==> src/rtl/load_store_unit_pkg.sv <==
// Shared core definitions for the load/store unit: FSM encodings, RISC-V
// width codes and the small decode helpers used on request acceptance.
package load_store_unit_pkg;

  typedef enum logic [1:0] {
    ST_IDLE   = 2'd0,
    ST_ACCESS = 2'd1,
    ST_RESP   = 2'd2
  } lsu_state_t;

  localparam logic [2:0] F3_LB  = 3'b000;
  localparam logic [2:0] F3_LH  = 3'b001;
  localparam logic [2:0] F3_LW  = 3'b010;
  localparam logic [2:0] F3_LBU = 3'b100;
  localparam logic [2:0] F3_LHU = 3'b101;

  localparam int unsigned TIMEOUT_DEFAULT = 16;

  // Halfword codes (001/101) need addr[0]=0; only LW/SW (010) need full alignment.
  function automatic logic is_misaligned(input logic [2:0] funct3,
                                         input logic [1:0] offset);
    return ((funct3[1:0] == 2'b01) && offset[0]) ||
           ((funct3 == F3_LW) && (offset != 2'b00));
  endfunction

  function automatic logic is_illegal(input logic load, input logic [2:0] funct3);
    if (load)
      return (funct3 == 3'b011) || (funct3 == 3'b110) || (funct3 == 3'b111);
    return (funct3 >= 3'b011);
  endfunction

  function automatic logic [3:0] lane_sel(input logic store,
                                          input logic [2:0] funct3,
                                          input logic [1:0] offset);
    if (!store) return 4'b1111;
    case (funct3[1:0])
      2'b00:   return 4'b0001 << offset;
      2'b01:   return 4'b0011 << offset;
      default: return 4'b1111;
    endcase
  endfunction

  function automatic logic [31:0] lane_wdata(input logic [2:0] funct3,
                                             input logic [31:0] wdata);
    case (funct3[1:0])
      2'b00:   return {4{wdata[7:0]}};
      2'b01:   return {2{wdata[15:0]}};
      default: return wdata;
    endcase
  endfunction

endpackage

==> src/rtl/load_align.sv <==
// Extracts the addressed lane from a RAM read word and sign/zero extends it
// according to the load width code.
module load_align
  import load_store_unit_pkg::*;
(
  input  logic [31:0] rdata,
  input  logic [1:0]  offset,
  input  logic [2:0]  funct3,
  output logic [31:0] data
);

  logic [31:0] lane;

  always_comb begin
    lane = rdata >> {offset, 3'b000};
    data = 32'd0;
    case (funct3)
      F3_LB:   data = {{24{lane[7]}}, lane[7:0]};
      F3_LH:   data = {{16{lane[15]}}, lane[15:0]};
      F3_LW:   data = lane;
      F3_LBU:  data = {24'd0, lane[7:0]};
      F3_LHU:  data = {16'd0, lane[15:0]};
      default: data = 32'd0;
    endcase
  end

endmodule

==> src/rtl/load_store_unit.sv <==
// Single-outstanding load/store unit between execute and writeback: decodes
// the request, drives one RAM transaction with timeout, aligns load data.
module load_store_unit
  import load_store_unit_pkg::*;
#(
  parameter int unsigned TIMEOUT = TIMEOUT_DEFAULT
) (
  input  logic        clk,
  input  logic        rst_n,
  input  logic        i_valid,
  output logic        o_ready,
  input  logic        i_load,
  input  logic        i_store,
  input  logic [2:0]  i_funct3,
  input  logic [31:0] i_addr,
  input  logic [31:0] i_wdata,
  input  logic [4:0]  i_rd,
  output logic        o_valid,
  input  logic        i_wb_ready,
  output logic [31:0] o_result,
  output logic [4:0]  o_rd,
  output logic        o_exc_misaligned,
  output logic        o_exc_access,
  output logic        o_mem_wr_en,
  output logic [3:0]  o_mem_sel,
  output logic [31:0] o_mem_addr,
  output logic [31:0] o_mem_wdata,
  input  logic [31:0] i_mem_rdata,
  output logic        o_mem_ready,
  input  logic        i_mem_valid,
  input  logic        i_mem_error
);

  localparam logic [7:0] TIMEOUT_LAST = 8'(TIMEOUT - 1);

  lsu_state_t  state;
  logic [7:0]  wait_cnt;
  logic        is_load_q;
  logic [2:0]  funct3_q;
  logic [31:0] addr_q;
  logic [31:0] load_data;

  logic accept;
  logic req_load;
  logic req_store;
  logic req_illegal;
  logic req_misaligned;

  assign accept         = (state == ST_IDLE) && i_valid && o_ready;
  assign req_load       = i_load;
  assign req_store      = i_store && !i_load;
  assign req_illegal    = is_illegal(req_load, i_funct3);
  assign req_misaligned = is_misaligned(i_funct3, i_addr[1:0]);

  assign o_mem_addr = {addr_q[31:2], 2'b00};

  load_align u_load_align (
    .rdata  (i_mem_rdata),
    .offset (addr_q[1:0]),
    .funct3 (funct3_q),
    .data   (load_data)
  );

  // Transaction payload: captured once at acceptance, no reset needed.
  always_ff @(posedge clk) begin
    if (accept) begin
      funct3_q    <= i_funct3;
      addr_q      <= i_addr;
      o_mem_wdata <= lane_wdata(i_funct3, i_wdata);
    end
  end

  always_ff @(posedge clk or negedge rst_n) begin
    if (!rst_n) begin
      state            <= ST_IDLE;
      o_ready          <= 1'b0;
      o_valid          <= 1'b0;
      o_mem_ready      <= 1'b0;
      o_mem_wr_en      <= 1'b0;
      o_mem_sel        <= 4'd0;
      o_exc_misaligned <= 1'b0;
      o_exc_access     <= 1'b0;
      o_result         <= 32'd0;
      o_rd             <= 5'd0;
      wait_cnt         <= 8'd0;
      is_load_q        <= 1'b0;
    end else begin
      case (state)
        ST_IDLE: begin
          if (accept) begin
            o_ready          <= 1'b0;
            o_rd             <= i_rd;
            is_load_q        <= req_load;
            o_exc_misaligned <= 1'b0;
            o_exc_access     <= 1'b0;
            o_result         <= 32'd0;
            if (!req_load && !req_store) begin
              state    <= ST_RESP;
              o_valid  <= 1'b1;
              o_result <= i_addr;
            end else if (req_illegal) begin
              state        <= ST_RESP;
              o_valid      <= 1'b1;
              o_exc_access <= 1'b1;
            end else if (req_misaligned) begin
              state            <= ST_RESP;
              o_valid          <= 1'b1;
              o_exc_misaligned <= 1'b1;
            end else begin
              state       <= ST_ACCESS;
              o_mem_ready <= 1'b1;
              o_mem_wr_en <= req_store;
              o_mem_sel   <= lane_sel(req_store, i_funct3, i_addr[1:0]);
              wait_cnt    <= 8'd0;
            end
          end else begin
            o_ready <= 1'b1;
          end
        end

        ST_ACCESS: begin
          // Error wins over a simultaneous valid; silence past the budget is a fault.
          if (i_mem_error || i_mem_valid || (wait_cnt == TIMEOUT_LAST)) begin
            state        <= ST_RESP;
            o_valid      <= 1'b1;
            o_mem_ready  <= 1'b0;
            o_mem_wr_en  <= 1'b0;
            o_mem_sel    <= 4'd0;
            wait_cnt     <= 8'd0;
            o_exc_access <= i_mem_error || !i_mem_valid;
            o_result     <= (!i_mem_error && i_mem_valid && is_load_q) ? load_data : 32'd0;
          end else begin
            wait_cnt <= wait_cnt + 8'd1;
          end
        end

        ST_RESP: begin
          if (i_wb_ready) begin
            state   <= ST_IDLE;
            o_valid <= 1'b0;
            o_ready <= 1'b1;
          end
        end

        default: begin
          state       <= ST_IDLE;
          o_valid     <= 1'b0;
          o_mem_ready <= 1'b0;
          o_mem_wr_en <= 1'b0;
          o_ready     <= 1'b0;
        end
      endcase
    end
  end

endmodule

==> config.mk <==
export PLATFORM = sky130hd
export DESIGN_NAME = load_store_unit
export DESIGN_NICKNAME = d
export VERILOG_FILES = /design/src/rtl/load_store_unit_pkg.sv /design/src/rtl/load_align.sv /design/src/rtl/load_store_unit.sv
export SDC_FILE = /design/constraint.sdc
export NUM_CORES = 1
export LEC_CHECK = 0
export ABC_CLOCK_PERIOD_IN_PS = 3300
export CORE_AREA = 2 2 114 144
export DETAILED_ROUTE_END_ITERATION = 12
export DIE_AREA = 0 0 116 146
export PLACE_DENSITY_LB_ADDON = 0.12
export SLEW_MARGIN = 20
export SYNTH_ARGS = -nofsm -noshare
export SYNTH_HDL_FRONTEND = slang
export SYNTH_HIERARCHICAL = 1
export SYNTH_SLANG_ARGS = --single-unit
==> constraint.sdc <==
create_clock -name clk -period 3.3 [get_ports clk]
set_input_delay 0.66 -clock clk [delete_from_list [all_inputs] [get_ports clk]]
set_output_delay 0.66 -clock clk [all_outputs]
set_load 0.05 [all_outputs]
# After elaboration in Yosys (flattened, before gate mapping)
# Index checks and enable logic that the tools add are counted.
# classes
n_eq_ne	19
magnitude_cmp	1
addsub	1
shift	3
bitwise_logic	2
n_reduce_logical	31
mux	67
# op_table
operator	n
$pmux 32 s5	1
$mux 32	4
$pmux 32 s2	2
$mux 8	5
$mux 1	33
$shr 32x5->32	1
$mux 4	7
$pmux 4 s2	2
$pmux 8 s2	1
$eq 3x3->1 const B	4
$mux 2	6
$ne 2x2->1 const B	6
$pmux 1 s3	4
$reduce_and 6->1	2
$eq 3x2->1 const B	3
$add 8x1->8 const B	1
$eq 8x4->1 const B	1
$logic_and 1x1->1	8
$logic_or 1x1->1	6
$pmux 2 s3	1
$reduce_and 3->1	2
$reduce_and 5->1	1
$eq 2x1->1 const B	2
$logic_not 1->1	4
other kinds (13)	17
# word_totals
out_inout_bits	111
ff_bits	125
elab_cells	139
in_bits	112

# Longest topological paths before layout
# Gate-level depths: netlist of run 1.
# depth
word_depth	15
mapped_depth	8
depth_no_buf	6

# Hierarchy
# Netlist of run 1, hierarchy kept.
# modules_own_cells
mod	instances	area_each_um2	seq_area_each_um2	cells_per_inst
load_store_unit	1	5331.4	3463.3	425
load_align	1	803.3	0.0	109

# Worst setup path before layout of run 1
# Ideal clock, no wire load.
# synth_path
kind	flip-flop to flip-flop
startpoint	reg o_ready
endpoint	reg o_rd[1]
slack_ns	-0.328
setup_time_ns	0.131
path_buffers	1
synth_period_minus_slack_ns	3.628
arrival_ns	3.497
stages_incl_launch_ff	5
required_time_ns	3.169
path_cell_list	dfrtp_1 > nand3b_1 > nor2_1 > buf_1 > mux2_2
# synth_between
elab_chain_cells	2
# synth_rtl
item	line	text
start, declared	load_store_unit.sv:11	output logic o_ready,
start signal, assigned	load_store_unit.sv:76	o_ready <= 1'b0;
start signal, assigned	load_store_unit.sv:91	o_ready <= 1'b0;
start signal, assigned	load_store_unit.sv:117	o_ready <= 1'b1;
$logic_and 1x1->1	load_store_unit.sv:49	assign accept = (state == ST_IDLE) && i_valid && o_ready;
net accept	load_store_unit.sv:43	logic accept;
$reduce_and 2->1 (no source line)	-	
end signal, assigned	load_store_unit.sv:92	o_rd <= i_rd;
end, declared	load_store_unit.sv:21	output logic [4:0] o_rd,
# The timed path passes the listed nets, and every way through them passes these cells.
# A chain may end at the register's enable or synchronous reset.

# Final worst setup path of run 1
# layout_path
startpoint	reg o_ready
endpoint	out o_ready
# No word-level cell between the ends.

==> results.md, run 1 <==
- Reg2Reg Setup Slack: 1120 ps
- Status: completed
- CTS Buf Count: 17
- Clock Path Buffers: 2
- Largest net degree at the start of global routing: 55
- Hold Path Class: primary input to async pin
- Asr flop ratio synth: 46.4%
- Placer Congestion: 0.812
- Fin crit share: 71.5%
- Root buf cell: clkbuf_16
- Skew-Pair Late Insertion Delay: 410 ps
- CP max stage delay: 850 ps
- Initial antenna violation count: 0
- Crit path buf inv count: 1
- Worst setup path endpoint: o_ready
- Critical Path Fanout Max: 5
- Chip height: 146 um
- Clock skew: 5.98 ps
- Final core utilization: between 50% and 60%
- GRT Total Usage: 21.1%
- CP startpoint kind: register
- LEAKAGE: 3.47 nW
- Vias/cell: 5.12
- # H-tree levels: 4
- Worst R2R Path Depth: 5
- Grt total ovfl: 0
- Final net count: 838
- Number of antenna diodes: 0
- Worst r2r src: addr_q[0]$_DFFE_PP_
- Max Clk Rate: roughly 420 MHz
- Setup TNS: 0 ps
- Area grow syn2layout: 45.7%
- Post-synthesis sequential area ratio: 56.5%
- Worst setup margin: between 900 and 1000 ps
- Place WS: 773 ps
- Vias in the first global route: around 5,000
- Rel. slew slack: 44.1%
- Worst-path clk slew: 60 ps
- Maxcap violations: 0
- # Post-CTS Setup Buffers: 0
- DRT Wirelength: 17,600 um
- Critical path cell sequence: clkdlybuf4s50_1
- Post-layout instance area: 8940 um^2
- DRC viols: 0
- Placed cell area: 8350 um^2
- Initial drt markers: 207
- Worst VDD drop: 0.511 mV
- Critical path type: register to output port
- Detail Placement HPWL: roughly 13,000 um
- Post-CTS sizing: 0
- Routed len/inst: 18.6 um
- EDFF count, synth: 67
- Worst path slowest cell: clkdlybuf4s50_1
- Tightest Pin Transition: 838 ps
- DRT Pass-1 Iters: 5
- RSZ-0062 raised after global routing: false
- Worst reg2reg endpoint: o_result[4]$_DFFE_PN0P_
- Initial Util: 39.7%
- First-pass GRT wire length: 27,300 um
- Min cycle time layout: 2360 ps
- # fillers: 1,361
- Share of post-route cells with drive strength above 1: approximately 11%
- Yosys reg bits: 125
- CP delay by family, top: buffers and inverters
- CORE AREA: around 15,000 um^2
- WHS: 348 ps
- Pwr Density: between 800 and 900 nW/um^2
- Synth Area per Inst: 11.5 um^2
- Top FF cell, synth: edfxtp_1
- Crit end category: output port
- Num ports: 223
- Req. time, crit path: 2640 ps
- Setup-failing EPs final: 0
- Final Slew Violations: 0
- Netlist cell types: between 50 and 60
- Worst Setup SP: o_ready$_DFFE_PN0P_
- Instance count on the critical path: 1
- Cell Area, Synth: ~6000 um^2
- PortBufs: 220
- Via count: between 4,000 and 5,000
- Clk sinks: 125
- Syn. warnings: 6
- CTS tree: yes
- Antenna Nets Post-Route: 0
- Row Count: 51
- Worst Path Arrival: ~1700 ps
- Hold buffers post-CTS: 0
- Final Hold Vio Count: 0
- Cells after Synth: 534
- Die Width: 116 um
- Die area: 16,900 um^2
[area by class of cell]
type                            count  area (um^2)  share of cell area, %
Multi-Input combinational cell    342         2300                   25.7
Timing Repair Buffer              233         2310                   25.8
Sequential cell                   125         3460                   38.8
Inverter                            6         22.5                  0.252
Clock buffer                       19          433                   4.84
Tap cell                          212          265                   2.97
Clock inverter                     13          149                   1.67
[sequential cells by signal, indices dropped and copies added, names as in the netlist]
register	flops
o_mem_sel	4
o_mem_wr_en	1
addr_q	32
is_load_q	1
o_rd	5
funct3_q	3
o_mem_ready	1
o_exc_access	1
o_ready	1
o_valid	1
o_exc_misaligned	1
wait_cnt	8
o_result	32
o_mem_wdata	32
state	2
[cells by family after synthesis]
logic type | after synthesis | synth area share (%)
simple gates | 122 | 9.46
fa+ha+maj | 1 | 0.204
buf+inv | 68 | 6.59
xor+xnor | 1 | 0.143
compound gates | 162 | 17.5
other cells | 1 | 0.0611
mux | 54 | 9.59
flops | 125 | 56.5
[cells in the final DEF, fill, tap and decap left out, types with 3 or more instances in the layout]
master	n
clkinv_2	3
o22ai_1	3
o21a_1	3
o2bb2ai_1	6
nand2_1	61
mux2i_1	28
nor3_1	6
mux2_2	22
bufinv_16	3
o21ai_1	17
a21o_1	9
o21ai_0	50
edfxtp_1	67
nor2_1	13
a21oi_1	13
nand2b_1	4
nand3_1	4
a211oi_1	14
inv_1	6
nor2b_1	13
clkdlybuf4s50_1	219
clkbuf_16	17
a22oi_1	31
mux2_4	4
nor2_2	3
and3_1	3
dfrtp_1	58
clkinv_1	3
buf_4	12
[layer usage]
metal	vias to the layer above	track usage [%]	part of all wire [%]
met5	-	0	0
met4	0	6.96	2.0
met3	27	7.12	7.7
met2	189	35.5	50
met1	2321	25.1	40
li1	2325	-	-
[worst min-delay path by stage]
stage / start / endpoint / slack (ps)
after floorplan: rst_n / is_load_q$_DFFE_PN0P_ / 360
after global placement: o_result[7]$_DFFE_PN0P_ / o_result[7]$_DFFE_PN0P_ / 470
after detailed placement: o_result[5]$_DFFE_PN0P_ / o_result[5]$_DFFE_PN0P_ / 470
after CTS: rst_n / wait_cnt[0]$_DFFE_PN0P_ / 380
after global routing: rst_n / o_mem_ready$_DFFE_PN0P_ / 410
final: rst_n / o_mem_ready$_DFFE_PN0P_ / 350
[through the flow]
| stage | std cells | total power [mW] |
|---|---|---|
| after global routing | 950 | 7.87 |
| final | 950 | 7.55 |
| after detailed placement | 918 | 5.75 |
| after global placement | 918 | 5.71 |
| after floorplan | 535 | 4.60 |
| after CTS | 950 | 7.61 |
[power by group]
part | internal [mW] | total (mW) | switching (mW)
logic | 1.10 | 3.32 | 2.22
clock network | 1.18 | 1.85 | 0.674
registers | 2.14 | 2.38 | 0.240
[cells in the mapped netlist, drive strengths merged (2+ instances only)]
library cell	n	area share [%]
a211o	2	0.29
a211oi	14	1.7
a21o	9	1.1
a21oi	13	1.1
a22o	2	0.29
a22oi	31	3.8
and3	3	0.31
buf	49	5.4
clkbuf	13	0.80
dfrtp	58	24
edfxtp	67	33
inv	6	0.37
mux2	26	5.0
mux2i	28	4.6
nand2	61	3.7
nand2b	5	0.63
nand3	4	0.33
nand3b	3	0.43
nor2	17	1.2
nor2b	13	1.3
nor3	8	0.65
nor4	2	0.20
o211ai	2	0.33
o21a	3	0.37
o21ai	69	5.8
o22ai	3	0.31
o2bb2ai	6	0.86
o31ai	2	0.24
or2	2	0.20
(Power assumes the default switching activity.)
==> run 2: changes to the inputs <==
--- a/config.mk
+++ b/config.mk
@@ -5,7 +5,7 @@
 export SDC_FILE = /design/constraint.sdc
 export NUM_CORES = 1
 export LEC_CHECK = 0
-export ABC_CLOCK_PERIOD_IN_PS = 3300
+export ABC_CLOCK_PERIOD_IN_PS = 2040
 export CORE_AREA = 2 2 114 144
 export DETAILED_ROUTE_END_ITERATION = 12
 export DIE_AREA = 0 0 116 146
==> constraint.sdc (replaced) <==
create_clock -name clk -period 2.04 [get_ports clk]
set_input_delay 0.408 -clock clk [delete_from_list [all_inputs] [get_ports clk]]
set_output_delay 0.408 -clock clk [all_outputs]
set_load 0.05 [all_outputs]
==> run 2 against run 1 <==
  * Critical path depth unchanged
  * Sequential cell count unchanged
  * Global-route usage is 0.21 points higher
  * Design area increased by 3.9%
  * Sequential share of layout area shrank 1.5 points
  * Register-to-register slack got worse by 1000 ps
  * Clock-buffer cell count grew 8
  * Sequential power rose by 61%
  * Core utilization grew 2.3 points
==> results.md, run 2 (synthesized netlist as in run 1, its figures left out) <==
- CP startpoint kind: register (unchanged)
- Die area: 16,900 um^2 (unchanged)
- Worst VDD drop: 0.565 mV (was 0.511 mV)
- Hold depth: 2
- Initial Util: 39.7% (unchanged)
- Final Slew Violations: 0 (unchanged)
- # Post-CTS Setup Buffers: 0 (unchanged)
- Area grow syn2layout: 51.4% (was 45.7%)
- Chip height: 146 um (unchanged)
- Clock Path Buffers: 2 (unchanged)
- Worst R2R Path Depth: 6 (was 5)
- Min cycle time layout: 2000 ps
- Initial drt markers: 215 (was 207)
- Crit end category: output port (unchanged)
- DRC viols: 0 (unchanged)
- Reg2Reg Setup Slack: 90 ps (was 1120 ps)
- Register area: 3460 um^2 (unchanged)
- Final net count: 875 (was 838)
- Final Power: 12.3 mW (was 7.55 mW)
- Vias in the first global route: 5,109 (was 5,026)
- Final core utilization: 60.1% (was 57.9%)
- LEAKAGE: 3.76 nW (was 3.47 nW)
- Hold Path Class: register to register (was primary input to async pin)
- Req. time, crit path: 1630 ps (was 2640 ps)
- Worst-path clk slew: 50 ps (was 60 ps)
- Max Clk Rate: 501 MHz
- Fin crit share: 97.8%
- # fillers: 1,324 (was 1,361)
- Die Width: 116 um (unchanged)
- CORE AREA: 15,400 um^2 (unchanged)
- Initial antenna violation count: 2 (was 0)
- Final Hold Vio Count: 0 (unchanged)
- Most common cell after layout, fill and taps aside: clkdlybuf4s50_1 (unchanged)
- Critical path cell sequence: clkdlybuf4s50_1 (unchanged)
- Critical Path Fanout Max: 2 (was 5)
- Placer Congestion: 0.856 (was 0.812)
- Pwr Density: 1320 nW/um^2 (was 845 nW/um^2)
- CTS Buf Count: 17 (unchanged)
- Vias/cell: 5.11 (was 5.12)
- First-pass GRT wire length: 27,300 um (about the same)
- DRT Wirelength: 17,900 um (was 17,600 um)
- Largest net degree at the start of global routing: 59 (was 55)
- Critical path type: register to output port (unchanged)
- WHS: 478 ps (was 348 ps)
- Clk sinks: 125 (unchanged)
- Via count: 5,044 (was 4,862)
- Most frequent cells in the layout: 201 x clkdlybuf4s50_1, 67 x edfxtp_1, 61 x nand2_1, 58 x dfrtp_1, 50 x o21ai_0 (was 219 x clkdlybuf4s50_1, 67 x edfxtp_1, 61 x nand2_1, 58 x dfrtp_1, 50 x o21ai_0)
- Row Count: 51 (unchanged)
- Antenna Nets Post-Route: 0 (unchanged)
- CP max stage delay: 810 ps (was 850 ps)
- # H-tree levels: 4 (unchanged)
- Num ports: 223 (unchanged)
- Worst Path Arrival: 1590 ps (was 1700 ps)
- CTS tree: yes (unchanged)
- CP delay by family, top: buffers and inverters (unchanged)
- RSZ-0062 raised after global routing: false (unchanged)
- PortBufs: 220 (unchanged)
- DRT Pass-1 Iters: 4 (was 5)
- Routed len/inst: 18.1 um (was 18.6 um)
- Root buf cell: clkbuf_16 (unchanged)
- Status: completed (unchanged)
- Instance count on the critical path: 1 (unchanged)
- Skew-Pair Late Insertion Delay: 410 ps (about the same)
- Share of post-route cells with drive strength above 1: 16.1% (was 11.2%)
- Clock skew: 3.96 ps (was 5.98 ps)
- Crit path buf inv count: 1 (unchanged)
- Setup-failing EPs final: 0 (unchanged)
- Multi-input logic area: 2320 um^2 (was 2300 um^2)
- Largest regs: addr_q: 32 flops, o_mem_wdata: 32 flops, o_result: 32 flops (unchanged)
- GRT Total Usage: 21.3% (was 21.1%)
- Tightest Pin Transition: 604 ps (was 838 ps)
- Worst path slowest cell: clkdlybuf4s50_1 (unchanged)
- Detail Placement HPWL: 13,300 um (was 13,000 um)
- Rel. slew slack: 59.6% (was 44.1%)
- Maxcap violations: 0 (unchanged)
- Grt total ovfl: 0 (unchanged)
- Setup TNS: 0 ps (unchanged)
[run 2: cell types whose count changed in the layout (fill, tap and decap cells not counted), moves of 4 or more]
cell,previous run,this run
buf_4,12,48
clkdlybuf4s50_1,219,201
dlymetal6s2s_1,0,8
buf_12,1,6
dlygate4sd2_1,0,5
clkbuf_1,2,6
[run 2: final cells by class]
class | count | area share, %
tap | 212 | 2.86
timing repair buffer | 270 | 28.6
clock inverter | 5 | 0.296
antenna | 1 | 0.0270
clock buffer | 27 | 5.78
multi-input combinational | 342 | 24.9
inverter | 6 | 0.243
sequential | 125 | 37.3
[run 2: path summary, 6_finish.rpt]
check / to / startpoint
worst max-delay path: o_result[12] / o_result[12]$_DFFE_PN0P_
worst min-delay path: o_exc_access$_DFFE_PN0P_ / o_exc_access$_DFFE_PN0P_
worst max register to register: wait_cnt[7]$_DFFE_PN0P_ / wait_cnt[5]$_DFFE_PN0P_
worst min register to register: o_exc_access$_DFFE_PN0P_ / o_exc_access$_DFFE_PN0P_
max in group asynchronous: o_result[24]$_DFFE_PN0P_ / rst_n
min in group asynchronous: wait_cnt[2]$_DFFE_PN0P_ / rst_n
[run 2: layer usage]
layer	vias up	share of wire (%)	track usage, %	wire (um)
met5	-	0.067	0	12
met4	2	3.2	9.64	573
met1	2408	38	24.1	6730
met3	37	8.1	7.41	1440
li1	2403	-	-	-
met2	194	51	35.8	9110
[run 2: what timing repair did]
action                                 in CTS  in global routing
hold buffers                                1                  0
gates resized for setup                     5                 12
setup endpoints to repair                   5                 12
endpoints found under the hold margin       8                  0
pin swaps                                   0                  0
cloned                                      0                  0
[run 2: per-stage QoR]
stage / worst slack (ps) / instances / instance area (um^2)
5_1_grt: 2.14 / 987 / 9280
4_1_cts: 5.06 / 987 / 9240
3_3_place_gp: -82.2 / 954 / 8670
6_report: 44.8 / 988 / 9290
3_5_place_dp: -194 / 954 / 8670
2_1_floorplan: 82.9 / 535 / 6150
[run 2: report_power, final]
part           internal [mW]  total (mW)  leakage [nW]  switching, mW
Clock                   1.80        2.85         0.277           1.06
Combinational           1.96        5.62          2.11           3.66
Sequential              3.46        3.82          1.38          0.357
